<file path="src/rtl/flush_redirect_ctrl_pkg.sv">
// Shared CPU package: CSR numbers plus the flush/redirect controller's state
// encoding and flush-source priority order.
package flush_redirect_ctrl_pkg;

    localparam logic [13:0] CSR_CRMD = 14'h000;
    localparam logic [13:0] CSR_ASID = 14'h018;
    localparam logic [13:0] CSR_DMW0 = 14'h180;
    localparam logic [13:0] CSR_DMW1 = 14'h181;

    localparam logic [1:0] ST_IDLE     = 2'd0;
    localparam logic [1:0] ST_DRAIN    = 2'd1;
    localparam logic [1:0] ST_REDIRECT = 2'd2;

    typedef enum logic [1:0] {
        StIdle     = ST_IDLE,
        StDrain    = ST_DRAIN,
        StRedirect = ST_REDIRECT
    } flush_state_e;

    // Lower index wins when several flush sources fire together.
    localparam int unsigned PRIO_EXC      = 0;
    localparam int unsigned PRIO_ERTN     = 1;
    localparam int unsigned PRIO_TLB      = 2;
    localparam int unsigned NUM_FLUSH_SRC = 3;

    localparam logic [1:0] OUTSTANDING_MAX = 2'd3;

endpackage

</file>
<file path="src/rtl/fetch_outstanding_cnt.sv">
// Saturating 2-bit count of instruction fetches accepted but not yet answered.
module fetch_outstanding_cnt
    import flush_redirect_ctrl_pkg::*;
(
    input  logic       clk_i,
    input  logic       rst_i,
    input  logic       inc_i,
    input  logic       dec_i,
    output logic [1:0] cnt_next_o
);

    logic [1:0] cnt_q, cnt_d;

    always_comb begin
        cnt_d = cnt_q;
        if (inc_i && !dec_i && cnt_q != OUTSTANDING_MAX) begin
            cnt_d = cnt_q + 2'd1;
        end else if (dec_i && !inc_i && cnt_q != 2'd0) begin
            cnt_d = cnt_q - 2'd1;
        end
    end

    always_ff @(posedge clk_i or posedge rst_i) begin
        if (rst_i) begin
            cnt_q <= 2'd0;
        end else begin
            cnt_q <= cnt_d;
        end
    end

    assign cnt_next_o = cnt_d;

`ifndef SYNTHESIS
    a_no_overflow : assert property (@(posedge clk_i) disable iff (rst_i)
        !(inc_i && !dec_i && cnt_q == OUTSTANDING_MAX))
        else $error("fetch_outstanding_cnt: increment at maximum");
    a_no_underflow : assert property (@(posedge clk_i) disable iff (rst_i)
        !(dec_i && !inc_i && cnt_q == 2'd0))
        else $error("fetch_outstanding_cnt: decrement at zero");
`endif

endmodule

</file>
<file path="src/rtl/flush_redirect_ctrl.sv">
// Pipeline flush controller: cancels the pipe, drains in-flight fetches, then
// hands the winning redirect target to IF.
module flush_redirect_ctrl
    import flush_redirect_ctrl_pkg::*;
(
    input  logic        clk_i,
    input  logic        rst_i,
    input  logic        wb_exc_valid_i,
    input  logic [31:0] ex_entry_i,
    input  logic        ertn_flush_i,
    input  logic [31:0] era_i,
    input  logic        tlb_flush_i,
    input  logic [31:0] tlb_flush_addr_i,
    input  logic        if_req_accept_i,
    input  logic        if_data_ok_i,
    input  logic        if_redirect_ready_i,
    output logic        pipe_cancel_o,
    output logic        drop_resp_o,
    output logic        redirect_valid_o,
    output logic [31:0] redirect_pc_o,
    output logic        busy_o
);

    flush_state_e state_q, state_d;
    logic [31:0]  target_q, target_d;
    logic [1:0]   cnt_next;

    logic [NUM_FLUSH_SRC-1:0] src_valid;
    logic [31:0]              src_target [NUM_FLUSH_SRC];
    logic [31:0]              win_target;

    fetch_outstanding_cnt u_cnt (
        .clk_i      (clk_i),
        .rst_i      (rst_i),
        .inc_i      (if_req_accept_i),
        .dec_i      (if_data_ok_i),
        .cnt_next_o (cnt_next)
    );

    always_comb begin
        src_valid               = '0;
        src_valid[PRIO_EXC]     = wb_exc_valid_i;
        src_valid[PRIO_ERTN]    = ertn_flush_i;
        src_valid[PRIO_TLB]     = tlb_flush_i;
        src_target[PRIO_EXC]    = ex_entry_i;
        src_target[PRIO_ERTN]   = era_i;
        src_target[PRIO_TLB]    = tlb_flush_addr_i;
        win_target              = 32'd0;
        // Scan from lowest priority upward so the highest-priority source lands last.
        for (int i = NUM_FLUSH_SRC - 1; i >= 0; i--) begin
            if (src_valid[i]) begin
                win_target = src_target[i];
            end
        end
    end

    always_comb begin
        state_d          = state_q;
        target_d         = target_q;
        pipe_cancel_o    = 1'b0;
        drop_resp_o      = 1'b0;
        redirect_valid_o = 1'b0;
        redirect_pc_o    = 32'd0;
        unique case (state_q)
            StIdle: begin
                // Gate with reset so the combinational response also reads 0 in reset.
                if (|src_valid && !rst_i) begin
                    pipe_cancel_o = 1'b1;
                    drop_resp_o   = 1'b1;
                    target_d      = win_target;
                    state_d       = (cnt_next == 2'd0) ? StRedirect : StDrain;
                end
            end
            StDrain: begin
                pipe_cancel_o = 1'b1;
                drop_resp_o   = 1'b1;
                if (cnt_next == 2'd0) begin
                    state_d = StRedirect;
                end
            end
            StRedirect: begin
                pipe_cancel_o    = 1'b1;
                redirect_valid_o = 1'b1;
                redirect_pc_o    = target_q;
                if (if_redirect_ready_i) begin
                    state_d = StIdle;
                end
            end
            default: begin
                state_d = StIdle;
            end
        endcase
    end

    always_ff @(posedge clk_i or posedge rst_i) begin
        if (rst_i) begin
            state_q  <= StIdle;
            target_q <= 32'd0;
        end else begin
            state_q  <= state_d;
            target_q <= target_d;
        end
    end

    assign busy_o = (state_q != StIdle);

endmodule

</file>
<file path="config.mk">
export PLATFORM = sky130hd
export DESIGN_NAME = flush_redirect_ctrl
export DESIGN_NICKNAME = d
export VERILOG_FILES = /design/src/rtl/flush_redirect_ctrl_pkg.sv /design/src/rtl/fetch_outstanding_cnt.sv /design/src/rtl/flush_redirect_ctrl.sv
export SDC_FILE = /design/constraint.sdc
export NUM_CORES = 1
export LEC_CHECK = 0
export CAP_MARGIN = 10
export CORE_MARGIN = 1.5
export CORE_UTILIZATION = 35
export DETAILED_ROUTE_END_ITERATION = 16
export DONT_BUFFER_PORTS = 1
export PLACE_DENSITY = 0.57
export SYNTH_ARGS = -nofsm -noshare
export SYNTH_HDL_FRONTEND = slang
export SYNTH_SLANG_ARGS = --single-unit
export TNS_END_PERCENT = 1
</file>
<file path="constraint.sdc">
create_clock -name clk_i -period 2.3 [get_ports clk_i]
set_clock_uncertainty 0.2 [all_clocks]
set_input_delay 0.46 -clock clk_i [delete_from_list [all_inputs] [get_ports clk_i]]
set_output_delay 0.46 -clock clk_i [all_outputs]
set_load 0.02 [all_outputs]
</file>
==> summary.txt <==
Routing
  • Via density: 5.75
  • Antenna-violating nets left: 0
  • DRT Pass-1 Iters: 4
  • Routed wire length: 6100 um
  • Via count: 1,899
  • Met2 Routed Length: 2880 um
  • Met3 WL post-DR: 533 um
  • DR iter-0 viols: 84
  • DRC: 0
  • Drt wl/cell: 18.5 um
  • DR top layer: met4
  • Met1 Wirelength: 2650 um

Worst setup path
  • CP endpoint kind: output pin
  • Slowest Stage Delay on Critical Path: 0.42 ns
  • Worst Path Arrival: 1.53 ns
  • Worst setup startpoint: state_q[1]
  • Reg2reg start: u_cnt.cnt_q[0]
  • Required @ worst endpoint: 1.64 ns
  • Critical path class: flop to output pin
  • Crit path buffers/inverters: 2
  • Slowest-stage cell, CP: dfrtp_1
  • CP max FO: 5
  • CP startpoint kind: flop
  • Family with the most delay on the worst path: simple AND/OR/NAND/NOR gates
  • CP cell instances: inv_2 > ha_4 > inv_2 > nor3_4 > nor2_1 > nor2_4
  • Crit path top cell by count: inv_2

Synth
  • Mapped Area: 0.00239 mm2
  • Synth unique cells: 37
  • Seq cells post-synth: 36
  • Number of flops mapped to enable cells by yosys: 0
  • Synth Warn #: 0
  • Post-Synthesis Cells: 256
  • Syn_area_per_cell: 9.34 um2
  • Post-synth top flop: dfrtp_1
  • Sequential-to-total area share from yosys stat: 37.7%
  • Syn_nets: 366
  • Ys async rst share: 100%

Floorplan
  • Die width: 85.7 um
  • Core footprint: 0.00646 mm2
  • Site row count: 29
  • Die Footprint: 0.00734 mm2
  • Initial Util: 37.0%
  • # IOs: 140
  • Die height: 85.7 um

Layout
  • Layout Cells excl Fill: 330
  • Share of post-route cells with drive strength above 1: 23.7%
  • Commonest non-fill, non-tap cell in the layout: dfrtp_1
  • Core Util, Final: 40.5%
  • Commonest non-fill, non-tap cells in the layout: dfrtp_1, nand2_1, and2_1, a22oi_1, mux2_2
  • Final nets: 362
  • Ant diodes: 0
  • Design area: 0.00262 mm2
  • P&R area growth vs syn: 9.31%

Power and ir drop
  • PD cells: 1110 mW/mm2
  • Max IR drop VDD: 0.000508 V
  • Leakage dissipation: 1.11 nW

Place
  • Dpl cells: 320
  • Dpl cell area: 0.00245 mm2
  • Pre-CTS WS: 0.103 ns
  • Port-buffer cells: 0
  • Final Wtd Congestion: 0.715
  • Dpl hpwl: 4340 um

Clocking
  • CTS Buf Count: 5
  • CTS tree: built
  • CTS root buf: clkbuf_8
  • H-tree Lvls: 2
  • CTS Buffer Depth: 2
  • Clock sinks: 36
  • CTS clk-pin slew, worst paths: 0.08 ns
  • Worst skew pair latency: 0.28 ns

Global route
  • First-pass GRT wire length: 9490 um
  • Global route overflow: 0
  • Initial antenna violation count: 0
  • Vias in the first global route: 1,909
  • Global-route usage over all layers: 16.5%
  • Largest net degree at the start of global routing: 67

Min path
  • Tightest Hold Check Type: primary input to flop
  • Min-Delay Startpoint: ex_entry_i[29]

Timing
  • Slew Viols, Final: 0
  • F_max: 0.456 GHz
  • Final number of setup-violating endpoints: 0
  • Max transition margin: 42.7%
  • Minimum clock period: 2.19 ns
  • Hold Violations, Final: 0
  • Slew at the pin closest to its max-slew limit: 0.855 ns
  • Final period utilization: 95.3%
  • Final WS setup: 0.108 ns

Job
  • Max Cap Viol: 0

Run status
  • Outcome: completed
==> sequential cells by signal (all words and copies together), names as in the netlist <==
register     flops
state_q          2
u_cnt.cnt_q      2
target_q        32
==> cell type report <==
cell class / count / area, um2
multi-input cells: 194 / 1400
clock inverters: 1 / 30.0
well taps: 77 / 96.3
inverters: 6 / 22.5
clock buffers: 7 / 96.3
flip-flops and latches: 36 / 901
repair buffers: 9 / 70.1
fillers: 658 / 3840
==> synthesized netlist by cell type (2+ instances only) <==
| library cell | count | area, um2 |
|---|---|---|
| dfrtp_1 | 36 | 901 |
| nand2_1 | 33 | 124 |
| and2_1 | 32 | 200 |
| a22oi_1 | 31 | 233 |
| mux2_2 | 30 | 338 |
| o21ai_0 | 29 | 145 |
| clkbuf_1 | 9 | 33.8 |
| ha_1 | 6 | 75.1 |
| inv_1 | 6 | 22.5 |
| o21ai_1 | 5 | 25.0 |
| buf_2 | 4 | 20.0 |
| nor2_1 | 4 | 15.0 |
| buf_1 | 3 | 11.3 |
| buf_4 | 3 | 22.5 |
| mux2_1 | 2 | 22.5 |
| nor3b_1 | 2 | 15.0 |
==> worst register-to-register path, stage by stage, from the launching register on <==
cell and delay, ns:
dfrtp_1 0.43, inv_1 0.07, ha_1 0.35, nor4bb_1 0.40, o21ai_0 0.21, a211o_1 0.31, o21ai_2 0.06
==> layer usage <==
layer  global-route usage [%]  vias to the layer above
li1                         -                      900
met3                     4.72                        5
met4                     3.96                        0
met1                     20.7                      893
met2                     28.1                      101
met5                        0                        -
==> final timing paths <==
path                                 end  depth (start not counted)  slack, ns
max                        pipe_cancel_o                          6       0.11
min                         target_q[29]                          3       0.22
max reg2reg                   state_q[1]                          6       0.21
min reg2reg                 target_q[29]                          1       0.29
max in group asynchronous    target_q[2]                          3       1.04
min in group asynchronous    target_q[4]                          3       0.53
==> repair_timing <==
item,4_1_cts,5_1_grt
gates resized for setup,5,2
endpoints found under the setup margin,2,2
buffers inserted,0,1
pin swaps,2,2
hold buffers,1,0
hold endpoints to repair,36,0
==> report_power, final <==
group / internal [W] / switching, W
Combinational: 0.000565 / 0.000640
Sequential: 0.000936 / 0.000152
Clock: 0.000383 / 0.000232
Total: 0.00188 / 0.00102
==> logic make-up (layout without fill, tap and decap cells) <==
kind of cell	after synthesis	in the layout	synth area share [%]
buffers and inverters	26	23	5.07
DFF	36	36	37.7
and+or+nand+nor	84	84	19.9
muxes	33	33	15.5
AOI/OAI and AO/OA	70	70	18.4
adders and majority gates	6	6	3.14
xor gates and xnor gates	1	1	0.366
==> per-stage QoR <==
step	total power, W	hold slack, ns	setup TNS, ns
finish	0.00291	0.216	0
global route	0.00313	0.219	-0.00751
CTS	0.00293	0.211	0
detailed placement	0.00226	0.275	0
global placement	0.00223	0.261	0
floorplan	0.00206	0.250	0
Power figures use the tool's default switching activity.
